## src/rtl/disp_pkg.sv

```systemverilog
`default_nettype none
// +----------------------------------------------------------------------------+
// | disp_pkg : code points and seven-segment glyphs shared by the scanner      |
// | Rev 1.0                                                                    |
// +----------------------------------------------------------------------------+
package disp_pkg;

  localparam logic [3:0] SGN_MINUS  = 4'b1010;
  localparam logic [3:0] SGN_BLANK  = 4'b1111;
  localparam logic [3:0] CODE_DASH  = 4'hA;
  localparam logic [3:0] CODE_BLANK = 4'hF;

  // Active-high, bit 0 = segment a ... bit 6 = segment g
  localparam logic [6:0] GLYPH_0     = 7'h3F;
  localparam logic [6:0] GLYPH_1     = 7'h06;
  localparam logic [6:0] GLYPH_2     = 7'h5B;
  localparam logic [6:0] GLYPH_3     = 7'h4F;
  localparam logic [6:0] GLYPH_4     = 7'h66;
  localparam logic [6:0] GLYPH_5     = 7'h6D;
  localparam logic [6:0] GLYPH_6     = 7'h7D;
  localparam logic [6:0] GLYPH_7     = 7'h07;
  localparam logic [6:0] GLYPH_8     = 7'h7F;
  localparam logic [6:0] GLYPH_9     = 7'h6F;
  localparam logic [6:0] GLYPH_DASH  = 7'h40;
  localparam logic [6:0] GLYPH_BLANK = 7'h00;

endpackage
`default_nettype wire

```

## src/rtl/disp_scan_if.sv

```systemverilog
`default_nettype none
// +----------------------------------------------------------------------------+
// | disp_scan_if : converter-side digit bus and pin-side scan outputs          |
// | Rev 1.0                                                                    |
// +----------------------------------------------------------------------------+
interface disp_scan_if #(
  parameter int DIGITS = 2
);
  logic [DIGITS*4-1:0] bcd;
  logic [3:0]          bcd_sgn;
  logic                load;
  logic                blank_lz;
  logic [6:0]          seg;
  logic [DIGITS:0]     dig_en;
  logic                frame_done;

  modport master (
    output bcd, bcd_sgn, load, blank_lz,
    input  seg, dig_en, frame_done
  );

  modport slave (
    input  bcd, bcd_sgn, load, blank_lz,
    output seg, dig_en, frame_done
  );
endinterface
`default_nettype wire

```

## src/rtl/seg7_dec.sv

```systemverilog
`default_nettype none
// +----------------------------------------------------------------------------+
// | seg7_dec : 4-bit code to active-high segments (10 = dash, 11-15 = blank)   |
// | Rev 1.0                                                                    |
// +----------------------------------------------------------------------------+
module seg7_dec
  import disp_pkg::*;
(
  input  logic [3:0] code,
  output logic [6:0] seg
);

  always_comb begin
    seg = GLYPH_BLANK;
    case (code)
      4'd0:      seg = GLYPH_0;
      4'd1:      seg = GLYPH_1;
      4'd2:      seg = GLYPH_2;
      4'd3:      seg = GLYPH_3;
      4'd4:      seg = GLYPH_4;
      4'd5:      seg = GLYPH_5;
      4'd6:      seg = GLYPH_6;
      4'd7:      seg = GLYPH_7;
      4'd8:      seg = GLYPH_8;
      4'd9:      seg = GLYPH_9;
      CODE_DASH: seg = GLYPH_DASH;
      default:   seg = GLYPH_BLANK;
    endcase
  end

endmodule
`default_nettype wire

```

## src/rtl/disp_scan.sv

```systemverilog
`default_nettype none
// +----------------------------------------------------------------------------+
// | disp_scan : double-buffered, time-multiplexed seven-segment scanner        |
// | Rev 1.0                                                                    |
// +----------------------------------------------------------------------------+
module disp_scan
  import disp_pkg::*;
#(
  parameter int DIGITS         = 2,
  parameter int SCAN_DIV       = 50000,
  parameter bit SEG_ACTIVE_LOW = 1'b1,
  parameter bit DIG_ACTIVE_LOW = 1'b1
) (
  input  logic          clk,
  input  logic          rst_n,
  disp_scan_if.slave    bus
);

  localparam int N  = DIGITS + 1;
  localparam int PW = $clog2(SCAN_DIV);
  localparam int SW = $clog2(N);

  localparam logic [PW-1:0] PRESC_LAST = PW'(SCAN_DIV - 1);
  localparam logic [SW-1:0] SLOT_LAST  = SW'(N - 1);
  localparam logic [6:0]    SEG_OFF    = {7{SEG_ACTIVE_LOW}};
  localparam logic [N-1:0]  DIG_OFF    = {N{DIG_ACTIVE_LOW}};

  logic [PW-1:0]  r_presc;
  logic [SW-1:0]  r_slot;
  logic [4*N-1:0] r_pend;
  logic [4*N-1:0] r_vis;
  logic           r_pend_vld;
  logic           r_wrap_d;

  logic           w_wrap;
  logic [N-1:0]   w_lz;
  logic [3:0]     w_nib;
  logic           w_sel_lz;
  logic [3:0]     w_code;
  logic [6:0]     w_glyph;
  logic [N-1:0]   w_onehot;

  assign w_wrap = (r_presc == PRESC_LAST) && (r_slot == SLOT_LAST);

  always_ff @(posedge clk or negedge rst_n) begin
    if (!rst_n) begin
      r_presc <= '0;
      r_slot  <= '0;
    end else if (r_presc == PRESC_LAST) begin
      r_presc <= '0;
      r_slot  <= (r_slot == SLOT_LAST) ? '0 : r_slot + 1'b1;
    end else begin
      r_presc <= r_presc + 1'b1;
    end
  end

  // A load coinciding with the wrap commits the old pending value first,
  // then holds the new one for the following frame.
  always_ff @(posedge clk or negedge rst_n) begin
    if (!rst_n) begin
      r_pend     <= '1;
      r_vis      <= '1;
      r_pend_vld <= 1'b0;
      r_wrap_d   <= 1'b0;
    end else begin
      r_wrap_d <= w_wrap;
      if (w_wrap && r_pend_vld)
        r_vis <= r_pend;
      if (bus.load) begin
        r_pend     <= {bus.bcd_sgn, bus.bcd};
        r_pend_vld <= 1'b1;
      end else if (w_wrap) begin
        r_pend_vld <= 1'b0;
      end
    end
  end

  // Magnitude digit i is a leading zero when it and everything above it is 0
  always_comb begin
    w_lz = '0;
    for (int i = 1; i < DIGITS; i++)
      w_lz[i] = ((r_vis[DIGITS*4-1:0] >> (4 * i)) == '0);
  end

  always_comb begin
    w_nib    = CODE_BLANK;
    w_sel_lz = 1'b0;
    for (int i = 0; i < N; i++) begin
      if (r_slot == SW'(i)) begin
        w_nib    = r_vis[i*4 +: 4];
        w_sel_lz = w_lz[i];
      end
    end
  end

  assign w_code   = (bus.blank_lz && w_sel_lz) ? CODE_BLANK : w_nib;
  assign w_onehot = N'(1) << r_slot;

  seg7_dec u_dec (
    .code (w_code),
    .seg  (w_glyph)
  );

  always_ff @(posedge clk or negedge rst_n) begin
    if (!rst_n) begin
      bus.seg        <= SEG_OFF;
      bus.dig_en     <= DIG_OFF;
      bus.frame_done <= 1'b0;
    end else begin
      bus.seg        <= SEG_ACTIVE_LOW ? ~w_glyph : w_glyph;
      bus.dig_en     <= w_onehot ^ DIG_OFF;
      bus.frame_done <= r_wrap_d;
    end
  end

endmodule
`default_nettype wire
```

## src/flat_wrapper.sv

```systemverilog
// flat-port wrapper written by rule: the top's interface ports become plain ports
module disp_scan_flat import disp_pkg::*;
#(
  parameter int DIGITS         = 2,
  parameter int SCAN_DIV       = 50000,
  parameter bit SEG_ACTIVE_LOW = 1'b1,
  parameter bit DIG_ACTIVE_LOW = 1'b1
)
  (clk, rst_n, bus_bcd, bus_bcd_sgn, bus_load, bus_blank_lz, bus_seg, bus_dig_en, bus_frame_done);
  disp_scan_if #(.DIGITS(DIGITS)) bus_i ();
  input  logic clk;
  input  logic rst_n;
  input wire logic [$bits(bus_i.bcd)-1:0] bus_bcd;
  input wire logic [$bits(bus_i.bcd_sgn)-1:0] bus_bcd_sgn;
  input wire logic [$bits(bus_i.load)-1:0] bus_load;
  input wire logic [$bits(bus_i.blank_lz)-1:0] bus_blank_lz;
  output wire logic [$bits(bus_i.seg)-1:0] bus_seg;
  output wire logic [$bits(bus_i.dig_en)-1:0] bus_dig_en;
  output wire logic [$bits(bus_i.frame_done)-1:0] bus_frame_done;
  assign bus_i.bcd = bus_bcd;
  assign bus_i.bcd_sgn = bus_bcd_sgn;
  assign bus_i.load = bus_load;
  assign bus_i.blank_lz = bus_blank_lz;
  assign bus_seg = bus_i.seg;
  assign bus_dig_en = bus_i.dig_en;
  assign bus_frame_done = bus_i.frame_done;
  disp_scan #(.DIGITS(DIGITS), .SCAN_DIV(SCAN_DIV), .SEG_ACTIVE_LOW(SEG_ACTIVE_LOW), .DIG_ACTIVE_LOW(DIG_ACTIVE_LOW)) u_core (.clk(clk), .rst_n(rst_n), .bus(bus_i));
endmodule
```

## config.mk

```make
export PLATFORM = sky130hd
export DESIGN_NAME = disp_scan_flat
export DESIGN_NICKNAME = d
export VERILOG_FILES = /design/src/rtl/disp_pkg.sv /design/src/rtl/disp_scan_if.sv /design/src/rtl/seg7_dec.sv /design/src/rtl/disp_scan.sv /design/src/flat_wrapper.sv
export SDC_FILE = /design/constraint.sdc
export NUM_CORES = 1
export LEC_CHECK = 0
export CORE_ASPECT_RATIO = 1.5
export CORE_MARGIN = 3
export CORE_UTILIZATION = 50
export DETAILED_ROUTE_END_ITERATION = 10
export PLACE_DENSITY = 0.81
export SYNTH_ARGS = -nofsm -noshare
export SYNTH_HDL_FRONTEND = slang
export SYNTH_SLANG_ARGS = --single-unit
```

## constraint.sdc

```tcl
create_clock -name clk -period 2.32 [get_ports clk]
set_clock_uncertainty 0.05 [all_clocks]
set_input_delay 0.696 -clock clk [delete_from_list [all_inputs] [get_ports clk]]
set_output_delay 0.696 -clock clk [all_outputs]
set_load 0.01 [all_outputs]
```

==> summary.txt <==
Status
  – Status: complete, no violations

Setup path
  – Worst stage delay on the critical path: about 0.56 ns
  – CP max-delay cell: or4b_4
  – Crit path cell chain: or4b_4, nor4_4, and3_2, mux2_1
  – R2R Path Start: u_core.r_presc[4]
  – CP delay by family, top: simple AND/OR/NAND/NOR gates
  – CP Capture Type: flop
  – WP buf/inv: 0
  – Worst Path Required: approximately 2.5 ns
  – Crit start category: flop
  – Critical path type: flop to flop
  – RR Endpoint: u_core.r_vis[3]
  – R2r setup slk: around 0.14 ns
  – CP max FO: 12
  – WP data arrival: 2.36 ns
  – R2R depth: 4

Timing
  – Max_slew headroom: roughly 56%
  – Final slew viol count: 0
  – Period utilisation layout: about 94%
  – # setup viols final: 0
  – Hold Fails Final Rpt: 0
  – Min cycle time layout: about 2.2 ns
  – Setup slack after layout: between 0.1 and 0.15 ns
  – Worst-margin pin slew: between 0.6 and 0.7 ns
  – Fmax: between 0.4 and 0.5 GHz
  – RSZ-0062 raised after global routing: no

Floorplanning
  – Io pins: 27
  – FP Rows: 31
  – Initial core utilization: between 50 and 60%
  – Core area: approximately 4800 sq um
  – Die Y: between 90 and 100 um
  – Die ar.: 5930 sq um
  – Die Width: 63.9 um

Place
  – GPL Wtd Cong: 0.834
  – Placed Cells incl. Taps: roughly 300
  – Post-DP HPWL: 3120 um
  – Setup slack at placement: -0.167 ns
  – Number of port buffers: 26

GRT
  – Gr ovfl total: 0
  – GRT Total Usage: around 15%
  – First-pass GRT wire length: 7350 um
  – Vias in the first global route: 1663
  – Initial antenna violation count: 0
  – Largest net degree at the start of global routing: 37

Detailed routing
  – WL/cell: ~14 um
  – Antenna Nets Post-Route: 0
  – DRC Markers: 0
  – Routed wire length: between 4000 and 5000 um
  – DR vias: 1604
  – Routed vias/inst: 5.22
  – Iteration-0 DRC count of the detailed router: a little over 40
  – Drt pass-1 iters: 4

Clock tree
  – CTS root buffer: clkbuf_8
  – CTS Hold Bufs: 0
  – CTS tree: built
  – CTS Buf Count: 5
  – Clk_lat worst skew: around 0.30 ns
  – Clock Sinks: 55
  – Clk pin slew, worst setup/hold paths: about 0.1 ns
  – # H-tree levels: 2
  – CTS Buffer Depth: 2

Synth
  – Dominant cell type by area after synthesis: dfstp_2
  – Syn nets: 220
  – Area of the mapped netlist: roughly 2500 sq um
  – Netlist cell types: 40
  – Register area share after synthesis: about 56%
  – Post-synth top area share: 35.6%
  – Synth Register Bits: between 50 and 60
  – Yosys warning count: 0
  – Synth Area per Inst: around 13 sq um
  – Top post-synthesis cells by area: dfstp_2 (36%), dfrtp_1 (21%), mux2_2 (7.2%)
  – Cells after Synth: 198

Hold path
  – Min-Delay Path Class: input pin to asynchronous set/reset pin

Finish
  – Share of post-route cells with drive strength above 1: around 34%
  – Antenna Cells: 0
  – # nets final: between 200 and 300
  – Layout Cells excl Fill: just over 300
  – Commonest non-fill, non-tap cells in the layout: dfstp_2 (34), clkdlybuf4s50_1 (25), dfrtp_1 (20)
  – Most common cell after layout, fill and taps aside: dfstp_2
  – Fill cell count: ~380
  – Area grow syn2layout: 20.6%

Power and ir drop
  – P per Cell Area: 522 nW/um^2
  – Maximum VDD drop: about 0.39 mV
  – Leak: between 1 and 1.5 nW

Run
  – Maxcap violations: 0
[report_power, final]
part           internal [mW]  switching (mW)  total (mW)
Clock                  0.213           0.287       0.500
Combinational         0.0444          0.0305      0.0749
Sequential             0.997          0.0107        1.01
[logic make-up (layout without fill, tap and decap cells)]
logic type,count (synthesis),count (layout),synth area share (%)
buffers and inverters,17,60,2.99
adders and majority gates,6,6,2.99
DFF,55,55,56.5
and+or+nand+nor,55,55,13.6
muxes,31,31,13.7
AOI/OAI and AO/OA,21,21,5.63
xor gates and xnor gates,13,13,4.53
[flip-flops by register name, indices dropped and copies added (netlist names)]
| name | flops |
|---|---|
| u_core.r_pend | 12 |
| u_core.bus.frame_done | 1 |
| u_core.r_presc | 16 |
| u_core.r_slot | 2 |
| u_core.r_vis | 12 |
| u_core.bus.dig_en | 3 |
| u_core.bus.seg | 7 |
| u_core.r_pend_vld | 1 |
| u_core.r_wrap_d | 1 |
[stage by stage]
stage                     hold slack, ns  power (mW)  util [%]  setup TNS (ns)  cell area (sq um)
after floorplan                    0.281        1.05         -               0               2510
after global placement             0.286        1.10      60.3          -0.264               2920
after detailed placement           0.293        1.10      60.3          -0.640               2920
after CTS                          0.291        1.60      62.0               0               3000
after global routing               0.302        1.65      62.5               0               3030
final                              0.279        1.58      62.5               0               3030
[final cells by class]
cell class	instances	area [sq um]	area share, %
multi-input combinational	126	1020	33.7
inverter	10	37.5	1.24
clock buffer	7	76.3	2.52
sequential	55	1420	46.9
tap	66	82.6	2.73
timing repair buffer	42	388	12.8
clock inverter	1	5.00	0.165
[worst max-delay path by stage]
stage	startpoint	end	slack, ns	depth (start not counted)
after floorplan	u_core.r_slot[0]	u_core.bus.seg[4]	0.08	10
after global placement	bus_blank_lz	u_core.bus.seg[4]	-0.12	9
after detailed placement	bus_blank_lz	u_core.bus.seg[4]	-0.17	9
after CTS	u_core.r_slot[0]	u_core.bus.seg[4]	0.08	9
after global routing	bus_blank_lz	u_core.bus.seg[4]	0.003	9
final	u_core.r_presc[4]	u_core.r_vis[3]	0.14	4
[routing by layer]
metal	up-vias	GRT usage, %	routed length, um
met2	30	27.5	2250
met1	785	18.5	1830
met4	0	4.86	51
li1	784	-	-
met3	5	2.79	124
met5	-	0	0
[worst register-to-register path: cells and delay by family (launching register included)]
| family | cells | cell delay [ns] |
|---|---|---|
| AND/OR/NAND/NOR | 3 | 1.26 |
| flip-flops | 1 | 0.43 |
| multiplexers | 1 | 0.37 |
[synthesized netlist by cell type (all sizes together)]
library cell   n
xnor2          7
nor2b          4
a31o           1
o21bai         1
nand3          6
a21boi         1
o21a           3
mux2          28
nand4          3
or3            2
nor2          11
and2           1
dfstp         34
and4           1
ha             6
a221oi         1
mux2i          3
or2            2
nand2          4
buf            5
clkbuf         2
o22ai          1
nor3           2
and3           6
dfrtp         21
o21ai          4
inv           10
o32ai          1
o22a           3
or4b           2
a21oi          5
xor2           6
nor4b          4
nand4b         1
nor4           6
[what timing repair did]
action | in CTS | in global routing
resized for setup | 0 | 2
setup endpoints to repair | 0 | 4
setup buffers | 0 | 3
Power figures use the tool's default switching activity.
